--- src/rtl/noc_route_requester.sv ---
// Route-request initiator: asks the Q-learning engine for a route and streams its 3-bit hop codes.
// Optional statistics outputs are enabled with `define ROUTE_REQ_STATS_EN.
module noc_route_requester #(
  parameter int MAX_HOPS    = 10,
  parameter int HOP_W       = 3,
  parameter int NODE_MAX    = 8,
  parameter int TIMEOUT_CYC = 255
) (
  input  logic                      clk,
  input  logic                      rst,
  input  logic                      pkt_valid,
  input  logic [4:0]                pkt_src,
  input  logic [4:0]                pkt_dst,
  output logic                      pkt_ready,
  input  logic                      Q_learn_ready,
  output logic                      ReqRoute,
  output logic [9:0]                Sor_DesInfo,
  input  logic                      enroute,
  input  logic [MAX_HOPS*HOP_W-1:0] RouteInfoIn,
  output logic                      hop_valid,
  output logic [HOP_W-1:0]          hop_dir,
  output logic                      hop_last,
  input  logic                      hop_ready,
  output logic                      route_err
`ifdef ROUTE_REQ_STATS_EN
  ,
  output logic [15:0]               stat_req_cnt,
  output logic [7:0]                stat_tmo_cnt,
  output logic [7:0]                stat_err_cnt
`endif
);

  localparam int RW  = MAX_HOPS * HOP_W;
  localparam int K_W = (MAX_HOPS > 1) ? $clog2(MAX_HOPS) : 1;

  localparam logic [2:0] S_IDLE      = 3'd0;
  localparam logic [2:0] S_WAIT_RDY  = 3'd1;
  localparam logic [2:0] S_REQ       = 3'd2;
  localparam logic [2:0] S_WAIT_RESP = 3'd3;
  localparam logic [2:0] S_EMIT      = 3'd4;

  logic [2:0]       state, state_n;
  logic             pkt_ready_q;
  logic             route_err_q, err_set;
  logic [7:0]       tmo_cnt, tmo_cnt_n;
  logic [K_W-1:0]   hop_k, hop_k_n;
  logic [4:0]       src_q, dst_q;
  logic [RW-1:0]    route_q, route_sh;
  logic [HOP_W-1:0] cur_code;
  logic             code_ok, cur_last, accept, bad_id;

  assign accept   = pkt_valid & pkt_ready_q;
  assign bad_id   = (pkt_src > 5'(NODE_MAX)) | (pkt_dst > 5'(NODE_MAX));
  assign route_sh = route_q >> (HOP_W * hop_k);
  assign cur_code = route_sh[HOP_W-1:0];
  assign code_ok  = (cur_code <= HOP_W'(4));
  // A zero code is the eject hop, so it always terminates the stream.
  assign cur_last = (cur_code == '0) | (hop_k == K_W'(MAX_HOPS - 1));

  always_comb begin
    state_n   = state;
    err_set   = 1'b0;
    tmo_cnt_n = tmo_cnt;
    hop_k_n   = hop_k;
    case (state)
      S_IDLE: begin
        tmo_cnt_n = '0;
        hop_k_n   = '0;
        if (accept) begin
          if (bad_id)                 err_set = 1'b1;
          else if (pkt_src == pkt_dst) state_n = S_EMIT;
          else                        state_n = S_WAIT_RDY;
        end
      end
      S_WAIT_RDY: if (Q_learn_ready) state_n = S_REQ;
      S_REQ: begin
        state_n   = S_WAIT_RESP;
        tmo_cnt_n = '0;
      end
      S_WAIT_RESP: begin
        // A response arriving on the final wait cycle still beats the timeout.
        if (enroute) begin
          state_n   = S_EMIT;
          tmo_cnt_n = '0;
          hop_k_n   = '0;
        end else if (tmo_cnt == 8'(TIMEOUT_CYC - 1)) begin
          state_n   = S_IDLE;
          err_set   = 1'b1;
          tmo_cnt_n = '0;
        end else begin
          tmo_cnt_n = tmo_cnt + 8'd1;
        end
      end
      S_EMIT: begin
        if (!code_ok) begin
          state_n = S_IDLE;
          err_set = 1'b1;
        end else if (hop_ready) begin
          if (cur_last) state_n = S_IDLE;
          else          hop_k_n = hop_k + K_W'(1);
        end
      end
      default: state_n = S_IDLE;
    endcase
  end

  always_ff @(posedge clk) begin
    if (!rst) begin
      state       <= S_IDLE;
      pkt_ready_q <= 1'b0;
      route_err_q <= 1'b0;
      tmo_cnt     <= '0;
      hop_k       <= '0;
    end else begin
      state       <= state_n;
      pkt_ready_q <= (state_n == S_IDLE);
      route_err_q <= err_set;
      tmo_cnt     <= tmo_cnt_n;
      hop_k       <= hop_k_n;
    end
  end

  // Payload registers carry no reset; every output that exposes them is gated by state.
  always_ff @(posedge clk) begin
    if (state == S_IDLE && accept) begin
      src_q   <= pkt_src;
      dst_q   <= pkt_dst;
      route_q <= '0;
    end else if (state == S_WAIT_RESP && enroute) begin
      route_q <= RouteInfoIn;
    end
  end

  assign pkt_ready   = pkt_ready_q;
  assign route_err   = route_err_q;
  assign ReqRoute    = (state == S_REQ);
  assign Sor_DesInfo = (state == S_REQ || state == S_WAIT_RESP) ? {src_q, dst_q} : '0;
  assign hop_valid   = (state == S_EMIT) & code_ok;
  assign hop_dir     = hop_valid ? cur_code : '0;
  assign hop_last    = hop_valid & cur_last;

`ifdef ROUTE_REQ_STATS_EN
  function automatic logic [15:0] sat_inc16(input logic [15:0] v);
    return (v == 16'hFFFF) ? v : v + 16'd1;
  endfunction

  function automatic logic [7:0] sat_inc8(input logic [7:0] v);
    return (v == 8'hFF) ? v : v + 8'd1;
  endfunction

  always_ff @(posedge clk) begin
    if (!rst) begin
      stat_req_cnt <= '0;
      stat_tmo_cnt <= '0;
      stat_err_cnt <= '0;
    end else begin
      if (state == S_REQ)                  stat_req_cnt <= sat_inc16(stat_req_cnt);
      if (err_set && state == S_WAIT_RESP) stat_tmo_cnt <= sat_inc8(stat_tmo_cnt);
      if (err_set)                         stat_err_cnt <= sat_inc8(stat_err_cnt);
    end
  end
`endif

endmodule
--- config.mk ---
export PLATFORM = sky130hd
export DESIGN_NAME = noc_route_requester
export DESIGN_NICKNAME = d
export VERILOG_FILES = /design/src/rtl/noc_route_requester.sv
export SDC_FILE = /design/constraint.sdc
export NUM_CORES = 1
export LEC_CHECK = 0
export CAP_MARGIN = 20
export CORE_UTILIZATION = 35
export DETAILED_ROUTE_END_ITERATION = 10
export DONT_BUFFER_PORTS = 1
export GPL_ROUTABILITY_DRIVEN = 0
export PLACE_DENSITY = 0.51
export SYNTH_ARGS = -nofsm -noshare
export SYNTH_HDL_FRONTEND = slang
export SYNTH_SLANG_ARGS = --single-unit
--- constraint.sdc ---
create_clock -name clk -period 4.8 [get_ports clk]
set_input_delay 0.96 -clock clk [delete_from_list [all_inputs] [get_ports clk]]
set_output_delay 0.96 -clock clk [all_outputs]
set_load 0.01 [all_outputs]
# --- Word-level counts from Yosys, hierarchy flattened ---
# Cells that the tools add are included.
word_totals:
  reg_bits: 57
  inputBits: 46
  out_inout_bits: 18
  word_cells: 67
op_classes:
  addsub: 2
  mul: 1
  n_lt_le_gt_ge: 3
  n_eq_ne: 11
  shift: 1
  muxes: 26
  bitwise: 5
  reduce_logical: 10
op_table:
  columns: ["op", "count"]
  rows:
  - ["3-bit 2-to-1 mux", 10]
  - ["30-bit by 6-bit >> shifter with 3-bit output", 1]
  - ["4-bit 2-to-1 mux", 4]
  - ["8-bit 2-to-1 mux", 2]
  - ["8-bit one-hot mux with 2 select lines", 1]
  - ["3-bit one-hot mux with 5 select lines", 1]
  - ["4-bit one-hot mux with 3 select lines", 1]
  - ["5-bit by 4-bit greater-than comparator with 1-bit output (second input constant)", 2]
  - ["10-bit 2-to-1 mux", 1]
  - ["3-bit zero test", 3]
  - ["8-bit by 1-bit adder with 8-bit output (second input constant)", 1]
  - ["8-bit == test (second input constant)", 1]
  - ["2-bit inequality test (second input constant)", 4]
  - ["3-bit by 2-bit == test with 1-bit output (second input constant)", 2]
  - ["2-bit by 4-bit multiplier with 6-bit output (first input constant)", 1]
  - ["5-bit == test", 1]
  - ["1-bit 2-to-1 mux", 5]
  - ["5-bit AND reduction", 1]
  - ["4-bit by 1-bit adder with 4-bit output (second input constant)", 1]
  - ["4-bit == test (second input constant)", 1]
  - ["1-bit bitwise AND", 3]
  - ["3-bit by 1-bit == test with 1-bit output (second input constant)", 1]
  - ["3-bit == test (second input constant)", 1]
  - ["3-bit <= comparator (second input constant)", 1]
  - ["7 further kinds", 9]

# --- Depth between registers and ports, before layout ---
depth:
  ltp_word: 9
  ltp_mapped: 9
  mapped_depth_nobuf: 7

# --- Worst setup path after synthesis ---
# OpenSTA, ideal clock, no wires.
synth_path:
  path_kind: "reg2out"
  from: "register hop_k[0]"
  to: "output hop_last"
  arrival_ns: 1.931
  t_required_ns: 3.840
  setup_slack_ns: 1.909
  path_stages_with_launch: 8
  n_path_buf: 1
  path_cell_list: "dfxtp_1 buf_6 mux4_2 a2bb2oi_1 a21oi_4 nand2_2 maj3_1 nor2_1"
synth_via:
  elab_chain_cells: 5
  word_cells_on_any_way: 8
  cone_classes: "mul (1); order compare (1); eq/ne (1); shift (1); bitwise (3); reduce/logical (1)"
synth_lines:
  columns: ["element", "line_no", "text"]
  rows:
  - ["start: declaration", "46", "logic [K_W-1:0] hop_k, hop_k_n;"]
  - ["start signal: assignment", "119", "hop_k <= hop_k_n;"]
  - ["2-bit by 4-bit multiplier with 6-bit output", "54", "assign route_sh = route_q >> (HOP_W * hop_k);"]
  - ["30-bit by 6-bit >> shifter with 3-bit output", "54", null]
  - ["3-bit <= comparator / 3-bit zero test (equally long branches)", "56, 58", null]
  - ["1-bit bitwise AND / 1-bit bitwise OR (equally long branches)", "138, 58", null]
  - ["1-bit bitwise AND (*)", "140", "assign hop_last = hop_valid & cur_last;"]
  - ["end: declaration", "22", "output logic hop_last,"]
# Mark *: on every way between the ends. The rest lies on a longest branch, timed or not.

# --- Worst setup path in the final report ---
# Ends and elaborated chain as after synthesis.

==> flow_summary_export.csv <==
group,metric,value,unit
worst_setup_path,required,3.84,ns
cells_and_area,fillCellCount,769,
timing,finClkSkew,0.0138,ns
drt,wl_per_cell,14.8,microns
worst_setup_path,slowest_stage,"dfxtp_1",
die,die_height,90.4,microns
cells_and_area,final_common_cell,"nand2_1",
drt,detail_route.first_pass.iterations,4,
drt,wl,6110,microns
synthesis,synth_edf_count,10,
worst_setup_path,cp_cell_sequence,"mux4_2 -> a2bb2oi_1 -> a21oi_4 -> nand2_2 -> maj3_1 -> nor2_1",
clocking,post_cts_resized,0,
synthesis,synth_compound_area_share,15.5,%
pwr,power_leakage,0.988,nW
drt,drc_errors,0,
die,boundaryPins,64,
synthesis,synth_mux_area_share,6.13,%
job,maxCapViolCount,0,
synthesis,ys_ff_latch,57,
synthesis,ys.flop_type,"dfxtp_1",
synthesis,synthXorXnorAreaFrac,3.84,%
clocking,cts_made_buffers,9,
synthesis,avgSynthCellArea,8.74,sq um
drt,antenna_left,0,
die,rows,31,
die,dieWidth,90.4,microns
clocking,holdBufCountCts,0,
drt,vias_per_cell,5.10,
global_routing,grt_max_degree,43,
clocking,cts_tree,"built",
global_routing,grt_usage,15.3,%
timing,report.final.hold_viol_count,0,
timing,tightest_slew,0.658,ns
worst_setup_path,crit_path_end_kind,"output port",
placed_design,port_buffers,0,
worst_setup_path,path_max_fanout,14,
global_routing,grt_remaining_overflow,0,
status,status,"complete, no violations",
global_routing,grt_first_pass_wirelength,9610,microns
timing,setup-tns-final,0,ns
timing,slew-limit-headroom,56.1,%
cells_and_area,antenna_cells,0,
timing,fin_hold_ws,0.455,ns
timing,period_needed,3.68,ns
clocking,cts.clk_slew.worst_paths,0.07,ns
worst_setup_path,r2r_cells,8,
worst_setup_path,path_class,"reg2out",
drt,first_iter_violations,77,
drt,vias,2111,
global_routing,grt-busiest-layer,"met2",
hold_path,hp-class,"reg2reg",
clocking,numClockSinks,57,
synthesis,syn_inst,313,
pwr,vdd_ir_drop_max,133,uV
placed_design,place_hpwl,4430,microns
synthesis,synth_warnings,0,
cells_and_area,nNetsFinal,360,
global_routing,use_met2,24.9,%
timing,min_period_over_period,76.6,%
synthesis,syn_nets,363,
clocking,cts_setup_buffers,0,
clocking,cts_root_buffer,"clkbuf_8",
timing,timing.fmax,272,MHz
pwr,power_density,311,nW/um^2
global_routing,grt_antenna_before_repair,0,
synthesis,synth_top_area_share,34.4,%
synthesis,synth-simple-area-share,23.5,%
synthesis,synthTopCellsByArea,"dfxtp_1 (34%), edfxtp_1 (11%), nand2_1 (10%), a21oi_1 (6.6%), mux2i_1 (3.7%)",
cells_and_area,mostFrequentLayoutCells,"nand2_1 (73), dfxtp_1 (47), a21oi_1 (36)",
worst_setup_path,crit_path_start_kind,"register",
synthesis,syn_area,2740,sq um
synthesis,synth_top_family_by_area,"simple AND/OR/NAND/NOR gates",
synthesis,seq_area_frac_synth,45.4,%
global_routing,use_met3,6.23,%
global_routing,grt_pass1_vias,1954,
die,core_area,7410,sq um
clocking,cts_htree_levels,3,
hold_path,hold_depth,2,
die,die-area,8180,sq um
synthesis,yosys.area_share.adder,2.19,%
cells_and_area,final_util,40.3,%
clocking,clock_latency,0.33,ns
worst_setup_path,slowest_delay,0.75,ns
cells_and_area,drive_above_1_share,8.89,%
worst_setup_path,cp.arrival,2.72,ns
clocking,cts.path.max_buffers,2,
timing,slew_violations,0,
synthesis,yosys.area.top_type,"dfxtp_1",
synthesis,netlist-cell-type-count,46,
die,initial_core_util,36.9,%
synthesis,ys_async_sr_fraction,0,%
pwr,power.total,0.000930,W
timing,rsz0062_at_grt,"false",
cells_and_area,syn2layout_area_growth,9.24,%
timing,setup_viol,0,
global_routing,use_met1,18.1,%
==> cell usage after synthesis (all sizes together), types with 2 or more instances <==
| cell | n |
|---|---|
| buf | 3 |
| nor4b | 3 |
| xor2 | 8 |
| nand4 | 3 |
| a21oi | 39 |
| a31oi | 5 |
| and2 | 11 |
| nor3 | 6 |
| mux2i | 10 |
| nand3 | 8 |
| o31ai | 2 |
| nand2 | 74 |
| a21boi | 2 |
| inv | 5 |
| clkbuf | 14 |
| o31a | 2 |
| edfxtp | 10 |
| xnor2 | 4 |
| and3 | 5 |
| nand2b | 4 |
| ha | 4 |
| nor2 | 19 |
| dfxtp | 47 |
| o21ai | 4 |
| or2 | 2 |
| a2bb2oi | 3 |
| mux4 | 3 |
| o21a | 4 |
==> cell type report <==
class	instances	area (sq um)	area share [%]
tap	99	124	4.14
clock buffer	11	131	4.40
inverter	5	18.8	0.628
timing repair buffer	3	22.5	0.753
clock inverter	5	46.3	1.55
sequential	57	1240	41.5
multi-input combinational	234	1410	47.0
==> critical path, delay by kind of cell (launching register included) <==
kind	cells	cell delay (ns)
flops	1	0.75
mux	1	0.59
compound gates	2	0.42
fa+ha+maj	1	0.33
simple gates	2	0.29
==> where the power goes <==
part	leakage, nW	switching, W	internal (W)
logic	0.425	0.0000155	0.00000832
clock network	0.0898	0.000177	0.000234
registers	0.472	0.00000237	0.000493
total	0.988	0.000194	0.000735
==> logic make-up after synthesis <==
| kind of cell | Yosys count |
|---|---|
| simple gates | 139 |
| compound gates | 65 |
| flops | 57 |
| buf+inv | 22 |
| mux | 13 |
| xor+xnor | 12 |
| fa+ha+maj | 5 |
==> per-stage QoR <==
step	worst slack, ns	std cells	cell area [sq um]
6_report	1.12	414	2990
5_1_grt	0.979	414	2990
4_1_cts	1.08	414	2990
3_5_place_dp	1.46	398	2810
3_3_place_gp	1.49	398	2810
2_1_floorplan	1.91	313	2740
==> routing by layer <==
layer / share of wire (%) / wire length [microns]
met5: 0 / 0
met4: 1.1 / 66
met3: 6.7 / 409
met2: 48 / 2910
met1: 45 / 2730
==> state kept, by name, indices dropped and copies added (netlist names) <==
register and count:
dst_q 5, hop_k 4, pkt_ready 1, route_err 1, route_q 30, src_q 5, state 3, tmo_cnt 8
==> final timing paths <==
| check | start | endpoint | slack, ns |
|---|---|---|---|
| worst max-delay path | hop_k[0] | hop_last | 1.12 |
| worst min-delay path | route_q[26] | route_q[26] | 0.46 |
| worst max register to register | hop_k[0] | hop_k[0] | 2.14 |
| worst min register to register | route_q[26] | route_q[26] | 0.46 |
(Power assumes the default switching activity.)
